File: config.mk
export PLATFORM = sky130hd
export DESIGN_NAME = stream_buffer_flat
export DESIGN_NICKNAME = d
export VERILOG_FILES = /design/src/rtl/buffer_pkg.sv /design/src/rtl/stream_buffer_if.sv /design/src/rtl/buffer_ram.sv /design/src/rtl/stream_buffer.sv /design/src/flat_wrapper.sv
export SDC_FILE = /design/constraint.sdc
export NUM_CORES = 1
export LEC_CHECK = 0
export BUFFER_PORTS_ARGS = -buffer_cell sky130_fd_sc_hd__buf_2
export CAP_MARGIN = 30
export CORE_MARGIN = 2
export CORE_UTILIZATION = 53
export CTS_CLUSTER_DIAMETER = 120
export DETAILED_ROUTE_END_ITERATION = 8
export HOLD_SLACK_MARGIN = 0.15
export PLACE_DENSITY = 0.76
export RECOVER_POWER = 50
export REMOVE_ABC_BUFFERS = 1
export SLEW_MARGIN = 10
export SYNTH_ARGS = -nofsm -noshare
export SYNTH_HDL_FRONTEND = slang
export SYNTH_SLANG_ARGS = --single-unit
File: constraint.sdc
create_clock -name clk -period 1.9 [get_ports clk]
set_input_delay 0.095 -clock clk [delete_from_list [all_inputs] [get_ports clk]]
set_output_delay 0.095 -clock clk [all_outputs]
set_load 0.005 [all_outputs]
File: src/rtl/buffer_pkg.sv
// Constants and helpers shared by the buffers in the multiplier-to-accumulator datapath.
package buffer_pkg;

    // Occupancy counter width: must hold 0..depth inclusive.
    function automatic int cnt_w(input int depth);
        return $clog2(depth) + 1;
    endfunction

    // Replicated to the data width wherever an output register is cleared.
    localparam bit RESET_DATA = 1'b0;

endpackage

File: src/rtl/stream_buffer_if.sv
// Producer/consumer stream bundle for stream_buffer, with occupancy status.
interface stream_buffer_if #(
    parameter int N     = 32,
    parameter int DEPTH = 4
);
    localparam int CW = buffer_pkg::cnt_w(DEPTH);

    // A beat transfers on a rising edge where valid & ready are both 1; valid may
    // not wait on ready, and data must be stable while valid is high and ready low.
    logic [N-1:0]  in_data;
    logic          in_valid;
    logic          in_ready;
    logic [N-1:0]  out_data;
    logic          out_valid;
    logic          out_ready;
    logic [CW-1:0] count;
    logic          almost_full;

    modport master (
        output in_data, in_valid, out_ready,
        input  in_ready, out_data, out_valid, count, almost_full
    );

    modport slave (
        input  in_data, in_valid, out_ready,
        output in_ready, out_data, out_valid, count, almost_full
    );
endinterface

File: src/rtl/buffer_ram.sv
// Storage array: one synchronous write port, one asynchronous read port, no reset.
module buffer_ram #(
    parameter int N     = 32,
    parameter int DEPTH = 4
) (
    input  logic                     clk,
    input  logic                     we,
    input  logic [$clog2(DEPTH)-1:0] waddr,
    input  logic [N-1:0]             wdata,
    input  logic [$clog2(DEPTH)-1:0] raddr,
    output logic [N-1:0]             rdata
);
    logic [N-1:0] mem [DEPTH];

    always_ff @(posedge clk) begin
        if (we) mem[waddr] <= wdata;
    end

    assign rdata = mem[raddr];
endmodule

File: src/rtl/stream_buffer.sv
// First-word-fall-through sync FIFO between the multiplier result stage and the accumulator.
module stream_buffer
    import buffer_pkg::*;
#(
    parameter int N        = 32,
    parameter int DEPTH    = 4,
    parameter int AF_LEVEL = DEPTH - 1
) (
    input  logic              clk,
    input  logic              reset,
    input  logic              flush,
    stream_buffer_if.slave    bus
);
    localparam int AW = $clog2(DEPTH);
    localparam int CW = cnt_w(DEPTH);

    logic [AW-1:0] wr_ptr, rd_ptr, rd_next;
    logic [CW-1:0] cnt, cnt_nxt;
    logic [N-1:0]  ram_next;
    logic          push, pop;

    assign push    = bus.in_valid & bus.in_ready;
    assign pop     = bus.out_valid & bus.out_ready;
    assign rd_next = rd_ptr + AW'(1);

    always_comb begin
        cnt_nxt = cnt;
        case ({push, pop})
            2'b10:   cnt_nxt = cnt + CW'(1);
            2'b01:   cnt_nxt = cnt - CW'(1);
            default: cnt_nxt = cnt;
        endcase
    end

    // The array is written on every push; out_data mirrors mem[rd_ptr], so the
    // read port looks one entry ahead to refill the head on a pop.
    buffer_ram #(.N(N), .DEPTH(DEPTH)) u_ram (
        .clk   (clk),
        .we    (push & ~flush),
        .waddr (wr_ptr),
        .wdata (bus.in_data),
        .raddr (rd_next),
        .rdata (ram_next)
    );

    always_ff @(posedge clk) begin
        if (reset) begin
            wr_ptr          <= '0;
            rd_ptr          <= '0;
            cnt             <= '0;
            bus.out_valid   <= 1'b0;
            bus.in_ready    <= 1'b1;
            bus.almost_full <= 1'b0;
            bus.out_data    <= {N{RESET_DATA}};
        end else if (flush) begin
            wr_ptr          <= '0;
            rd_ptr          <= '0;
            cnt             <= '0;
            bus.out_valid   <= 1'b0;
            bus.in_ready    <= 1'b1;
            bus.almost_full <= 1'b0;
        end else begin
            if (push) wr_ptr <= wr_ptr + AW'(1);
            if (pop)  rd_ptr <= rd_next;
            cnt             <= cnt_nxt;
            bus.out_valid   <= (cnt_nxt != '0);
            bus.in_ready    <= (cnt_nxt != CW'(DEPTH));
            bus.almost_full <= (cnt_nxt >= CW'(AF_LEVEL));
            // Head only changes on a pop or when an entry lands in an empty buffer.
            if (pop) begin
                if (cnt > CW'(1)) bus.out_data <= ram_next;
                else if (push)    bus.out_data <= bus.in_data;
            end else if (cnt == '0 && push) begin
                bus.out_data <= bus.in_data;
            end
        end
    end

    assign bus.count = cnt;
endmodule

File: src/flat_wrapper.sv
// flat-port wrapper written by rule: the top's interface ports become plain ports
module stream_buffer_flat import buffer_pkg::*;
#(
    parameter int N        = 32,
    parameter int DEPTH    = 4,
    parameter int AF_LEVEL = DEPTH - 1
)
  (clk, reset, flush, bus_in_data, bus_in_valid, bus_out_ready, bus_in_ready, bus_out_data, bus_out_valid, bus_count, bus_almost_full);
  stream_buffer_if #(.N(N), .DEPTH(DEPTH)) bus_i ();
  input  logic clk;
  input  logic reset;
  input  logic flush;
  input wire logic [$bits(bus_i.in_data)-1:0] bus_in_data;
  input wire logic [$bits(bus_i.in_valid)-1:0] bus_in_valid;
  input wire logic [$bits(bus_i.out_ready)-1:0] bus_out_ready;
  output wire logic [$bits(bus_i.in_ready)-1:0] bus_in_ready;
  output wire logic [$bits(bus_i.out_data)-1:0] bus_out_data;
  output wire logic [$bits(bus_i.out_valid)-1:0] bus_out_valid;
  output wire logic [$bits(bus_i.count)-1:0] bus_count;
  output wire logic [$bits(bus_i.almost_full)-1:0] bus_almost_full;
  assign bus_i.in_data = bus_in_data;
  assign bus_i.in_valid = bus_in_valid;
  assign bus_i.out_ready = bus_out_ready;
  assign bus_in_ready = bus_i.in_ready;
  assign bus_out_data = bus_i.out_data;
  assign bus_out_valid = bus_i.out_valid;
  assign bus_count = bus_i.count;
  assign bus_almost_full = bus_i.almost_full;
  stream_buffer #(.N(N), .DEPTH(DEPTH), .AF_LEVEL(AF_LEVEL)) u_core (.clk(clk), .reset(reset), .flush(flush), .bus(bus_i));
endmodule
## Word level (Yosys, flattened, before mapping)

Memories as Yosys holds them, arrays and structs flattened.
Cells that the tools add are included.

- Register bits after elaboration: 42
- Memory bits (writable): 128
- Output and inout bits: 38
- Logic and storage cells: 35
- Memories: 1

- Add/subtract/negate cells: 4
- $lt $le $gt $ge: 2
- Equality and inequality tests: 4
- Multiplexer cells: 7
- Bitwise operators: 4
- Reduce and logical (&&, ||, !) cells: 6

Memory list:

| name | depth | bits a word | rd ports | clocked after memory_dff | write ports | RTL line | source |
|---|---|---|---|---|---|---|---|
| u_core.u_ram.mem | 4 | 32 | 1 | 0 | 1 | buffer_ram.sv:13 | `logic [N-1:0] mem [DEPTH];` |

Operator list:

| operator | count |
|---|---|
| $mux W32 | 4 |
| $pmux W3 S2 | 1 |
| $add A2 B1 Y2 const B | 2 |
| $add A3 B1 Y3 const B | 1 |
| $and A1 B1 Y1 | 3 |
| $ge A3 B2 Y1 const B | 1 |
| $gt A3 B1 Y1 const B | 1 |
| $logic_not A3 Y1 | 1 |
| $ne A3 B2 Y1 const B | 1 |
| $ne A3 B3 Y1 const B | 1 |
| $reduce_and A3 Y1 | 1 |
| $reduce_bool A3 Y1 | 1 |
| $sub A3 B1 Y3 const B | 1 |
| $eq A2 B1 Y1 const B | 1 |
| $eq A2 B2 Y1 const B | 1 |
| $mux W1 | 2 |
| $reduce_bool A2 Y1 | 1 |
| $reduce_or A2 Y1 | 1 |
| $logic_and A1 B1 Y1 | 1 |
| $not A1 Y1 | 1 |

## Logic depth before layout (Yosys ltp)

Gate-level depths: netlist (run 1).

- Depth in word-level cells: 4
- Depth in mapped cells: 7
- Gate-level depth less buffers: 6

## Cells and area by module

From an unflattened synthesis (run 1), not the netlist that was laid out.

- Cell total of the unflattened synthesis: 421
- Area total of the unflattened synthesis: 6886.6 um2

By module, submodules not included:

| module | times used | cells each | area an instance (um2) |
|---|---|---|---|
| buffer_ram | 1 | 171 | 4689.5 |
| stream_buffer | 1 | 250 | 2197.1 |

## Worst setup path after synthesis (run 1)

No wires, ideal clock.

- Path kind: flip-flop to flip-flop
- Start: reg u_core.bus.in_ready
- End: mem u_core.u_ram.mem[0][0], enable pin
- Library setup time: 392 ps
- Arrival: 1489 ps
- Data required time: 1508 ps
- Setup slack: 19 ps
- Stages on the path, launching flop included: 4
- Path buffers: 0
- Clock period less this slack: 1881 ps
- Cells stage by stage: dfxtp_1 > nand2_1 > nor2_1 > and2_1

- Longest elaborated chain between the ends: 4

RTL lines:

| element | RTL line | source |
|---|---|---|
| from (decl) | stream_buffer_if.sv:26 | `output in_ready, out_data, out_valid, count, almost_full` |
| from (signal assigned) | stream_buffer.sv:67 | `bus.in_ready <= (cnt_nxt != CW'(DEPTH));` |
| $and A1 B1 Y1 | stream_buffer.sv:22 | `assign push = bus.in_valid & bus.in_ready;` |
| $and A1 B1 Y1 | stream_buffer.sv:39 | `.we (push & ~flush),` |
| $mux W1 | buffer_ram.sv:16 | `if (we) mem[waddr] <= wdata;` |
| $mux W1 (implied by the code) | buffer_ram.sv:16 |  |
| to (decl) | buffer_ram.sv:13 |  |

Every way passes these cells.

## Final worst setup path (run 1)

- Start: reg u_core.cnt[1], in the netlist u_core.bus.count[1]
- End: reg u_core.bus.out_data[2]

- Longest elaborated chain between the ends: 4
- Elaborated cells on any way between the ends: 8
- Those cells by class: 1 x order compare; 1 x eq/ne; 2 x mux; 4 x reduce/logical

RTL lines:

| element | RTL line | source |
|---|---|---|
| from (decl) | stream_buffer.sv:18 | `logic [CW-1:0] cnt, cnt_nxt;` |
| from (signal assigned) | stream_buffer.sv:65 | `cnt <= cnt_nxt;` |
| parallel branches: the longest is 4 deep, another holds $gt A3 B1 Y1 | -- |  |
| to (signal assigned) | stream_buffer.sv:71 | `if (cnt > CW'(1)) bus.out_data <= ram_next;` |
| to (signal assigned) | stream_buffer.sv:72 | `else if (push) bus.out_data <= bus.in_data;` |
| to (signal assigned) | stream_buffer.sv:74 | `bus.out_data <= bus.in_data;` |
| to (decl) | stream_buffer_if.sv:26 |  |

Parallel ways; which one is timed is not known.
A chain may end at the register's enable or synchronous reset.

==> results, run 1 <==
- The run finished with clean final reports.
- The utilization after layout is 70.6%.
- Headroom to the max-slew limit came out at 44.2%.
- Summing the areas of all xor and xnor instances in the mapped netlist gives 0.627% of the synthesized area.
- The clock slew at the register clock pins of the worst setup and hold paths is 0.06 ns.
- The mean instance size in the synthesized netlist is 16.6 um2.
- The fraction of layout instances using a drive strength above 1 is 31.0%.
- The synthesized netlist cell count is 421.
- The DRC violation total after the first TritonRoute iteration is ~330.
- The top cell type's share of synthesized area is 55.0%.
- The core region is 0.0127 mm2.
- The die covers 0.0141 mm2.
- Setup slack on the critical path of the routed design comes to 0.0388 ns.
- The number of hold violations in the final report was 0.
- VDD sags by at most 0.000708 V.
- The number of cells on the worst reg-to-reg path is 7.
- Counting the buffers created by CTS gives 17.
- By area the synthesized netlist is led by edfxtp_1, dfxtp_1, mux4_2.
- The critical-path maximum fanout is 18.
- Buffers placed on the I/O ports in this run total 74.
- The height of the chip is around 120 um.
- The total number of H-tree levels is 4.
- The global router's overall resource usage is ~23%.
- At the placement stage, the worst setup path has a slack of -0.0346 ns.
- The largest net degree at the start of global routing is 32.
- For this run, the detailed router's first-pass iteration total came to 5.
- The mux share of post-synthesis cell area is approximately 11%.
- During synthesis, Yosys emitted a total of 0 warnings.
- The clock sink count is 170.
- The number of vias after detailed routing is approximately 4.3k.
- The via count of the first global-routing pass was ~4.4k.
- The clock tree buffer depth is 2.
- Among all flip-flop cells after synthesis, the most frequent one is edfxtp_1.
- Measured along the x axis, the die boundary spans 119 um.
- In this run, distinct cell masters in the synthesized netlist total 40.
- The arrival time at the worst endpoint is 2.18 ns.
- The share of the clock period used by the worst path is 98.0%.
- The global route total overflow is 0.
- The mean number of vias per cell is 5.84.
- The total number of nets in the final design is 593.
- Summing the areas of all fa, ha and maj instances in the mapped netlist gives 1.59% of the synthesized area.
- The number of top-level pins is 75.
- The worst setup path is of the flip-flop to flip-flop kind.
- The weighted congestion at the end of routability-driven global placement is between 0.7 and 0.8.
- The power per cell area is 966 mW/mm2.
- The final setup violation count is 0.
- The number of enable-type register cells in the synthesized netlist is 128.
- Yosys instantiated no cell more often than edfxtp_1.
- Along the worst hold path, the cell count comes to 4.
- After clock tree synthesis, the setup repair step added 0 buffers.
- The nature of the critical path endpoint is a flip-flop.
- The clock root buffer is clkbuf_16.
- Max-cap violations in this run came to 0.
- At the pin with the least slew margin, the transition time is 0.838 ns.
- The post-detailed-route wirelength per cell is between 20 and 25 um.
- For this configuration, the core starts out at a cell density of 54.9%.
- The post-DP HPWL is 9130 um.
- By count the netlist is led by edfxtp_1, dfxtp_1, nor2_1.
- The number of diodes added for antenna fixing is 0.
- Timing would allow up to 537 MHz.
- From synthesis to final layout, the design area changed by 28.5%.
- The synthesized netlist devotes 8.59% of its cell area to compound gates.
- The number of pins with negative max-slew slack in the final report came to 0.
- The synthesized design contains 170 register bits.
- The dominant cell type by area after synthesis is edfxtp_1.
- TritonCTS built the clock tree.
- Counting I/O delays and the setup requirement, the final critical path takes 1.86 ns.
- Summed over all layers, the routed wires come to 15900 um.
- The fraction of registers with async set/reset is 0%.
- The initial antenna violation count is 0.
- The post-route clock skew is 0.00741 ns.
- The post-synthesis simple-gate area fraction is 6.59%.
- The total leakage power is 0.00291 uW.
- Data on the critical path is required at its endpoint by 2.22 ns.
- The standard-cell row count is 41.
- In this run the remaining antenna-violating nets after routing total 0.
- After routing, the total negative slack on setup checks comes to 0 ns.
- The clock latency on the worst-skew pair is 0.43 ns.
- For this run, design rule violations remaining after detail routing come to 0.
- The total power consumption of the routed design is around 8700 uW.
- The netlist area before placement is 0.00699 mm2.
- The tightest min-delay check is of the input port to flip-flop type.
- The fraction of the yosys area taken by sequential cells is 67.0%.
- By area, the combinational part of the netlist is dominated by multiplexers.
- The wire length of the first global-routing pass is 24200 um.
- STA classifies the critical path startpoint as a flip-flop.
==> cell families after synthesis <==
kind of cell             Yosys count
adder cells (fa/ha/maj)            9
XOR/XNOR                           5
buffers and inverters             65
AO/OA/AOI/OAI                     46
multiplexers                      35
flip-flops                       170
AND/OR/NAND/NOR                   91
==> path summary, 6_finish.rpt <==
| kind | from | to | slack (ns) |
|---|---|---|---|
| min reg2reg | u_core.bus.out_data[23] | u_core.bus.out_data[23] | 0.48 |
| max | u_core.bus.count[1] | u_core.bus.out_data[2] | 0.04 |
| max reg2reg | u_core.bus.count[1] | u_core.bus.out_data[2] | 0.04 |
| min | bus_out_ready | u_core.bus.count[0] | 0.31 |
==> repair_timing <==
| item | in CTS | in global routing |
|---|---|---|
| hold buffers | 35 | 0 |
| resized for setup | 4 | 28 |
| endpoints found under the hold margin | 131 | 0 |
| setup endpoints to repair | 11 | 32 |
| pin swaps | 1 | 1 |
==> power breakdown <==
part | internal [uW] | switching, uW | total (uW)
logic | 380 | 444 | 824
clock network | 2180 | 1490 | 3670
registers | 4110 | 66.2 | 4180
==> sequential cells by signal (all words and copies together) (netlist names) <==
signal	count
u_core.bus.almost_full	1
u_core.bus.count	3
u_core.bus.in_ready	1
u_core.bus.out_data	32
u_core.bus.out_valid	1
u_core.rd_ptr	2
u_core.u_ram.mem	128
u_core.wr_ptr	2
==> layer usage <==
layer / up-vias / global-route usage, % / wire, um / share of wire [%]
met5: - / 0 / 0 / 0
met4: 0 / 10.6 / 370 / 2.3
met3: 29 / 4.12 / 880 / 5.5
met2: 178 / 36.9 / 7980 / 50
met1: 2175 / 30.7 / 6680 / 42
li1: 1901 / - / - / -
==> layout make-up <==
class	instances	area (um2)
well taps	172	215
multi-input cells	186	2280
clock inverters	14	186
inverters	37	141
clock buffers	18	450
repair buffers	136	1010
fillers	831	3750
flip-flops and latches	170	4690
==> placed cells by master (no fill, tap or decap), types with 2 or more instances in the layout <==
cell type and instances:
or3_1 2, and3_1 2, nand2b_1 2, mux4_2 32, a21oi_1 3, clkinvlp_4 3
dfxtp_2 3, buf_12 11, inv_1 36, and2_2 5, buf_4 16, bufinv_16 3
nor4_1 32, buf_2 31, a2111oi_2 10, dfxtp_1 38, edfxtp_1 128, nor2_1 38
inv_8 3, o21bai_4 2, xnor2_1 4, nand2_1 5, clkbuf_1 43, o21ai_0 2
a21oi_4 2, clkbuf_16 18, clkinv_4 3, dlygate4sd3_1 35, ha_1 7, a2111oi_4 22
==> stage by stage <==
step                      cells  hold WS (ns)  instance area [um2]
after global placement      666         0.326                 7740
after global routing        733         0.335                 8980
after CTS                   733         0.300                 8760
after floorplan             393         0.164                 6800
after detailed placement    666         0.331                 7740
final                       733         0.307                 8980
==> worst max-delay path, cell delays in order, from the launching register on <==
cell	delay [ns]
dfxtp_4	0.37
inv_4	0.05
ha_1	0.18
o21bai_4	0.18
a21oi_4	0.27
o21bai_4	0.13
buf_12	0.19
a2111oi_2	0.38
(Power assumes the default switching activity.)
==> inputs of run 2 (changes only) <==
--- a/config.mk
+++ b/config.mk
@@ -14,7 +14,6 @@
 export HOLD_SLACK_MARGIN = 0.15
 export PLACE_DENSITY = 0.76
 export RECOVER_POWER = 50
-export REMOVE_ABC_BUFFERS = 1
 export SLEW_MARGIN = 10
 export SYNTH_ARGS = -nofsm -noshare
 export SYNTH_HDL_FRONTEND = slang
==> run 2 against run 1 <==
Against the previous run: the flow now finishes with violations (setup timing); total power is 0.87% lower; non-clock buffer count shrank 3; routed wire length grew 1.9%; maximum frequency shrank 4.1%; critical path depth fell by 1; via count increased by 0.89%; worst hold slack lost 0.13 ns; register-to-register slack got worse by 0.08 ns; highest routed layer unchanged.
==> results, run 2 (synthesized netlist as in run 1, its figures left out) <==
- Result of the run: complete, but fails checks (was complete, no violations).
- The checks that failed: setup timing.
- The net switching fraction of the power is 22.9% (was 23.1%).
- The number of vias after detailed routing is 4321 (was 4283).
- The number of hold violations in the final report came to 0 (unchanged).
- The post-detailed-route wirelength per cell was 22.2 um (was 21.7 um).
- The global router's overall resource usage came to 22.4% (was 22.9%).
- The clock slew at the register clock pins of the worst setup and hold paths is 0.07 ns (was 0.06 ns).
- The weighted congestion at the end of routability-driven global placement came to 0.798 (was 0.783).
- The initial antenna violation count is 0 (unchanged).
- The fraction of layout instances using a drive strength above 1 is 32.3% (was 31.0%).
- The startpoint-to-endpoint class of the critical path is flip-flop to flip-flop (unchanged).
- The power per cell area was 962 mW/mm2 (was 966 mW/mm2).
- The proportion of power drawn by combinational gates is 9.6% (was 9.5%).
- The clock root buffer was clkbuf_16 (unchanged).
- The number of setup buffers added after CTS is 0 (unchanged).
- The DRC violation total after the first TritonRoute iteration is 384 (was 326).
- The overall die area was 0.0141 mm2 (unchanged).
- The fmax was 515 MHz (was 537 MHz).
- The clock tree from TritonCTS is yes (unchanged).
- The final total negative setup slack is -0.0414 ns (was 0 ns).
- The number of detailed-route iterations in the first pass was 4 (was 5).
- The DRC violation count after routing was 0 (unchanged).
- The area taken by multi-input logic gates is 0.00225 mm2 (was 0.00228 mm2).
- The post-DP HPWL came to 8470 um (was 9130 um).
- The total power consumption of the routed design was 8600 uW (was 8670 uW).
- The maximum VDD drop is 0.000557 V (was 0.000708 V).
- The number of I/O port buffers is 74 (unchanged).
- The critical-path maximum fanout is 22 (was 18).
- The transition time of the tightest slew-check pin is 0.824 ns (was 0.838 ns).
- The worst setup margin was -0.0414 ns (was 0.0388 ns).
- The kind of path behind the tightest hold check is input port to flip-flop (unchanged).
- The share of the clock period used by the worst path came to 102% (was 98.0%).
- The largest net degree at the start of global routing is 34 (was 32).
- The setup slack after placement is 0.0442 ns (was -0.0346 ns).
- The layout filler cell count is 854 (was 831).
- The category of the worst setup path launch point is a flip-flop (unchanged).
- The placeable core region is 0.0127 mm2 (unchanged).
- The post-route minimum period is 1.94 ns (was 1.86 ns).
- The clock group share of total power is 41.8% (was 42.3%).
- The register containing the most flip-flops in the final layout was u_core.u_ram.mem (unchanged).
- The clock latency on the worst-skew pair is 0.44 ns (was 0.43 ns).
- The net switching power of the design is 1970 uW (was 2000 uW).
- The most common cell after layout, fill and taps aside is edfxtp_1 (unchanged).
- The final antenna-violating net count is 0 (unchanged).
- The required time of the critical path was 2.18 ns (was 2.22 ns).
- The final routed wirelength across all metal layers is 16200 um (was 15900 um).
- The post-route clock skew is 0.00963 ns (was 0.00741 ns).
- The number of top-level pins was 75 (unchanged).
- The final setup violation count came to 1 (was 0).
- The post-synthesis to final-layout area growth is 27.8% (was 28.5%).
- The wire length of the first global-routing pass is 23700 um (was 24200 um).
- The register area is 0.00469 mm2 (about the same).
- The total number of H-tree levels is 4 (unchanged).
- The clock sink count is 170 (unchanged).
- The worst hold slack after final layout was 0.178 ns (was 0.307 ns).
- The sequential share of power is 48.6% (was 48.2%).
- The standard-cell row count was 41 (unchanged).
- The global route total overflow was 0 (unchanged).
- The die width was 119 um (unchanged).
- The worst slew slack as a fraction of its limit is 45.1% (was 44.2%).
- The finished layout cell area is 0.00893 mm2 (was 0.00898 mm2).
- The total leakage power is 0.00290 uW (was 0.00291 uW).
- The via count of the first global-routing pass is 4380 (unchanged).
- The clock tree buffer depth is 2 (unchanged).
- The total number of nets in the final design is 590 (was 593).
- The number of pins with negative max-slew slack in the final report came to 0 (unchanged).
- The initial cell density of the core is 54.9% (unchanged).
- Most frequent cells in the layout: edfxtp_1, clkbuf_1, dfxtp_1 (was edfxtp_1, clkbuf_1, nor2_1, dfxtp_1, inv_1).
- The nature of the critical path endpoint is a flip-flop (unchanged).
- The number of violations of the max-capacitance limit was 0 (unchanged).
- The area after detailed placement came to 0.00769 mm2 (was 0.00774 mm2).
- The total internal power is 6630 uW (was 6670 uW).
- Setup repair after global routing could not meet its margin everywhere.
- The height of the chip came to 119 um (unchanged).
- The mean number of vias per cell is 5.91 (was 5.84).
- The arrival time at the worst endpoint is 2.22 ns (was 2.18 ns).
- The number of flip-flops under the largest register name is 128 (unchanged).
- Counting every net in the synthesized netlist gives 466.
- The number of buffers created by CTS is 17 (unchanged).
==> run 2: repair_timing <==
action,CTS,global route
cloned,0,3
gates resized for setup,2,34
hold endpoints to repair,129,0
pin swaps,1,3
setup endpoints to repair,9,32
hold buffers,33,0
==> run 2: metal layers <==
metal	track usage [%]	up-vias	wire length, um
met5	0	-	0
met4	10.1	0	324
met3	4.36	33	769
met2	37.2	171	8380
met1	28.7	2228	6740
li1	-	1889	-
==> run 2: final cells by class <==
type / instances / share of cell area, %
Sequential cell: 170 / 52.5
Antenna cell: 1 / 0.0280
Clock inverter: 12 / 1.51
Clock buffer: 20 / 5.48
Tap cell: 172 / 2.41
Timing Repair Buffer: 133 / 11.4
Inverter: 37 / 1.55
Multi-Input combinational cell: 186 / 25.2
==> run 2: through the flow <==
step | instances | util, %
5_1_grt | 730 | 70.2
3_3_place_gp | 662 | 60.5
3_5_place_dp | 662 | 60.5
4_1_cts | 727 | 68.0
2_1_floorplan | 421 | -
6_report | 731 | 70.2
==> run 2: final timing paths <==
| check | from | endpoint | slack [ns] | cells after the start |
|---|---|---|---|---|
| worst max-delay path | u_core.bus.out_valid | u_core.bus.out_data[29] | -0.04 | 6 |
| worst min-delay path | reset | u_core.rd_ptr[1] | 0.18 | 3 |
| worst max register to register | u_core.bus.out_valid | u_core.bus.out_data[29] | -0.04 | 6 |
| worst min register to register | u_core.bus.out_data[6] | u_core.bus.out_data[6] | 0.47 | 2 |
==> run 2: worst max-delay path: stages (launching register included) <==
cell and delay [ns]:
dfxtp_1 0.35, and2_1 0.34, buf_4 0.21, a21oi_4 0.04, buf_12 0.17, nor4_1 0.54, a2111oi_4 0.12
==> run 2: power by group through the flow <==
stage	Clock (uW)	Combinational, uW	Sequential (uW)
after floorplan	0	366	4250
after global placement	0	631	4250
after detailed placement	0	651	4250
after CTS	3610	714	4170
after global routing	3750	879	4190
final	3600	821	4180
==> inputs of run 3 (changes only) <==
--- a/config.mk
+++ b/config.mk
@@ -8,13 +8,14 @@
 export BUFFER_PORTS_ARGS = -buffer_cell sky130_fd_sc_hd__buf_2
 export CAP_MARGIN = 30
 export CORE_MARGIN = 2
-export CORE_UTILIZATION = 53
+export CORE_UTILIZATION = 52
 export CTS_CLUSTER_DIAMETER = 120
 export DETAILED_ROUTE_END_ITERATION = 8
 export HOLD_SLACK_MARGIN = 0.15
-export PLACE_DENSITY = 0.76
+export PLACE_DENSITY = 0.75
 export RECOVER_POWER = 50
 export SLEW_MARGIN = 10
 export SYNTH_ARGS = -nofsm -noshare
 export SYNTH_HDL_FRONTEND = slang
+export SYNTH_HIERARCHICAL = 1
 export SYNTH_SLANG_ARGS = --single-unit
==> run 3 against run 2 <==
Against the previous run: critical path depth up 1; the flow now finishes without violations; sequential power about the same; global-route usage down 0.13 points; total power down 1.7%; core utilization down 4.5 points; sequential share of layout area up 2.0 points; worst hold slack better by 0.037 ns; synthesized cell count unchanged.
==> results, run 3 <==
- Result of the run: complete, no violations (was complete, but fails checks).
- The clock latency on the worst-skew pair came to 0.42 ns (was 0.44 ns).
- The number of buffers created by CTS is 17 (unchanged).
- The total number of H-tree levels is 4 (unchanged).
- The initial cell density of the core is 52.6% (was 54.9%).
- The final antenna-violating net count is 0 (unchanged).
- The number of vias after detailed routing is 4200 (was 4321).
- The endpoint of the worst register-to-register path is u_core/bus.out_data[11] (was u_core.bus.out_data[29]).
- The most frequent cell after synthesis is edfxtp_1 (unchanged).
- The fmax is 527 MHz (was 515 MHz).
- The clock slew at the register clock pins of the worst setup and hold paths is 0.07 ns (about the same).
- Top cells by area in the synthesized netlist: edfxtp_1, dfxtp_1, mux4_2 (unchanged).
- The weighted congestion at the end of routability-driven global placement was 0.777 (was 0.798).
- The overall die area is 0.0142 mm2 (was 0.0141 mm2).
- The utilization after layout came to 65.7% (was 70.2%).
- The top cell type's share of synthesized area is 55.8% (was 55.0%).
- The post-synthesis simple-gate area fraction is 5.67% (was 6.59%).
- The fraction of the yosys area taken by sequential cells is 68.0% (was 67.0%).
- The post-DP HPWL is 8180 um (was 8470 um).
- The placeable core region is 0.0131 mm2 (was 0.0127 mm2).
- The number of pins with negative max-slew slack in the final report is 0 (unchanged).
- The nature of the critical path endpoint is a flip-flop (unchanged).
- The transition time of the tightest slew-check pin was 0.616 ns (was 0.824 ns).
- The mean instance size in the synthesized netlist is 16.4 um2 (was 16.6 um2).
- The fraction of layout instances using a drive strength above 1 is 27.8% (was 32.3%).
- The total power consumption of the routed design is 8450 uW (was 8600 uW).
- The via count of the first global-routing pass is 4308 (was 4380).
- The most common cell after layout, fill and taps aside is edfxtp_1 (unchanged).
- The number of detailed-route iterations in the first pass is 5 (was 4).
- The required time of the critical path is 2.18 ns (about the same).
- The die width is 119 um (about the same).
- The synthesized netlist cell count is 421 (unchanged).
- The maximum VDD drop came to 0.000669 V (was 0.000557 V).
- The mux share of post-synthesis cell area is 10.6% (was 10.8%).
- The post-route clock skew is 0.00765 ns (was 0.00963 ns).
- The clock tree from TritonCTS is yes (unchanged).
- Most frequent cells in the layout: edfxtp_1, nand2_1, clkbuf_1 (was edfxtp_1, clkbuf_1, dfxtp_1).
- The parity-gate share of the synthesized area counting xor and xnor cells came to 0.636% (was 0.627%).
- The height of the chip is 119 um (about the same).
- The global route total overflow is 0 (unchanged).
- The post-route minimum period came to 1.90 ns (was 1.94 ns).
- The post-detailed-route wirelength per cell is 21.4 um (was 22.2 um).
- The worst slew slack as a fraction of its limit came to 58.9% (was 45.1%).
- The netlist area before placement is 0.00689 mm2 (was 0.00699 mm2).
- The number of I/O port buffers is 74 (unchanged).
- The number of setup buffers added after CTS is 0 (unchanged).
- The fraction of registers with async set/reset was 0% (unchanged).
- The global router's overall resource usage is 22.3% (was 22.4%).
- The synthesized flop and latch total is 170 (unchanged).
- The dominant combinational cell family by area after synthesis is compound AO/OA/AOI/OAI gates (was multiplexers).
- The startpoint-to-endpoint class of the critical path is flip-flop to flip-flop (unchanged).
- The origin of the critical flop-to-flop path is u_core/bus.count[1] (was u_core.bus.out_valid).
- The worst hold path stage count is 5 (was 3).
- The clock tree buffer depth is 2 (unchanged).
- The total leakage power is 0.00293 uW (was 0.00290 uW).
- The register-to-register setup slack is 0.002 ns (was -0.04 ns).
- The DRC violation total after the first TritonRoute iteration is 364 (was 384).
- The total number of nets in the final design is 583 (was 590).
- The worst hold slack after final layout is 0.215 ns (was 0.178 ns).
- The number of instances in the placed design was 657 (was 662).
- The net count after synthesis is 464 (was 466).
- Most used standard cells in the synthesized netlist: edfxtp_1, nand2_1, dfxtp_1 (was edfxtp_1, dfxtp_1, nor2_1).
- The number of enable-type register cells in the synthesized netlist is 128 (unchanged).
- The source of the worst hold timing path is bus_out_ready (was reset).
- The wire length of the first global-routing pass came to 23400 um (was 23700 um).
- The largest net degree at the start of global routing came to 33 (was 34).
- The register containing the most flip-flops in the final layout was u_core/u_ram/mem (was u_core.u_ram.mem).
- The sink of the worst hold path is u_core/rd_ptr[0] (was u_core.rd_ptr[1]).
- The initial antenna violation count is 0 (unchanged).
- The final total negative setup slack is 0 ns (was -0.0414 ns).
- The kind of path behind the tightest hold check is input port to flip-flop (unchanged).
- The number of diodes added for antenna fixing is 0 (was 1).
- The most common flop cell mapped by yosys is edfxtp_1 (unchanged).
- The standard-cell row count was 42 (was 41).
- The final setup violation count came to 0 (was 1).
- The delay of the slowest cell on the worst path is 0.46 ns (was 0.54 ns).
- The clock root buffer is clkbuf_16 (unchanged).
- The compound-cell area share of the yosys netlist is 10.6% (was 8.59%).
- The post-synthesis to final-layout area growth is 24.8% (was 27.8%).
- The number of different library cells in the post-synthesis netlist is 39 (was 40).
- The arrival time at the worst endpoint was 2.18 ns (was 2.22 ns).
- The clock sink count is 170 (unchanged).
- The critical path startpoint is u_core/bus.count[1] (was u_core.bus.out_valid).
- The synthesis warning total was 6 (was 0).
- The number of flip-flops under the largest register name came to 128 (unchanged).
- The share of the clock period used by the worst path came to 99.9% (was 102%).
- Cell-by-cell trace of the critical path: inv_2 -> ha_1 -> o21ba_1 -> or3b_4 -> clkbuf_16 -> a21oi_1 -> a311oi_2 (was and2_1 -> buf_4 -> a21oi_4 -> buf_12 -> nor4_1 -> a2111oi_4).
- The power per cell area is 983 mW/mm2 (was 962 mW/mm2).
- The final non-filler cell total is 729 (was 731).
- The category of the worst setup path launch point is a flip-flop (unchanged).
- The DRC violation count after routing was 0 (unchanged).
- The critical-path maximum fanout came to 16 (was 22).
- The final routed wirelength across all metal layers is 15600 um (was 16200 um).
- The number of cells on the worst reg-to-reg path is 7 (was 6).
- The dominant cell type by area after synthesis is edfxtp_1 (unchanged).
- The post-synthesis share of cell area spent on full adders, half adders and majority gates is 1.09% (was 1.59%).
- The number of top-level pins came to 75 (unchanged).
- The mean number of vias per cell is 5.76 (was 5.91).
- The number of hold violations in the final report is 0 (unchanged).
- The critical path's slowest cell is or3b_4 (was nor4_1).
- The number of violations of the max-capacitance limit was 0 (unchanged).
==> run 3: cell types whose count changed in the layout (fill, tap and decap cells not counted), moves of 4 or more <==
cell / before / now
a2111oi_2: 16 / 0
a2111oi_4: 16 / 0
a21oi_1: 2 / 32
a311oi_2: 0 / 31
and2_2: 5 / 0
and2_4: 0 / 4
buf_2: 29 / 21
buf_4: 12 / 6
clkbuf_1: 45 / 53
inv_1: 35 / 6
nand2_1: 5 / 66
nor2_1: 35 / 8
nor4_1: 27 / 0
nor4_2: 5 / 0
==> run 3: final cells by class <==
| cell class | count | area [um2] |
|---|---|---|
| fill | 912 | 4490 |
| multi-input combinational | 216 | 2080 |
| clock buffer | 19 | 464 |
| inverter | 8 | 30.0 |
| clock inverter | 13 | 164 |
| timing repair buffer | 127 | 950 |
| sequential | 170 | 4690 |
| tap | 176 | 220 |
==> run 3: worst max-delay path: cells and delay by family, from the launching register on <==
family | cells | cell delay (ns)
fa+ha+maj | 1 | 0.15
flops | 1 | 0.34
buf+inv | 2 | 0.29
simple gates | 1 | 0.46
compound gates | 3 | 0.51
==> run 3: per-stage QoR <==
step	cell area (um2)	worst slack, ns
global route	8590	-0.0846
finish	8590	0.00163
global placement	7550	0.0177
CTS	8570	-0.00400
detailed placement	7550	-0.0878
floorplan	6910	-0.0227
==> run 3: what timing repair did <==
item / CTS / global route
hold buffers: 35 / 0
setup endpoints to repair: 32 / 35
gates resized for setup: 9 / 10
gates cloned: 1 / 4
endpoints found under the hold margin: 166 / 0
==> run 3: cell families after synthesis <==
family	after synthesis
AO/OA/AOI/OAI	79
XOR/XNOR	5
adder cells (fa/ha/maj)	6
buffers and inverters	38
flip-flops	170
multiplexers	32
AND/OR/NAND/NOR	91
==> run 3: where the power goes <==
part           switching (uW)  internal (uW)  total (uW)  leakage, uW
logic                     371            302         673      0.00112
registers                60.7           4110        4170      0.00151
clock network            1420           2190        3610     0.000305
total                    1850           6600        8450      0.00293
==> run 3: per-layer routing <==
layer  up-vias  GRT usage (%)  part of all wire, %
li1       1889              -                    -
met1      2140           27.5                   42
met2       157           39.0                   51
met3        14           6.32                  6.1
met4         0           5.21                  1.0
met5         -              0                    0
==> run 3: worst max path at each step <==
stage	slack [ns]	cells past startpoint	end
after floorplan	-0.02	9	u_core/bus.out_data[0]
after global placement	0.02	6	u_core/bus.out_data[8]
after detailed placement	-0.09	6	u_core/bus.out_data[9]
after CTS	-0.004	6	u_core/bus.out_data[5]
after global routing	-0.08	7	u_core/bus.out_data[11]
final	0.002	7	u_core/bus.out_data[11]
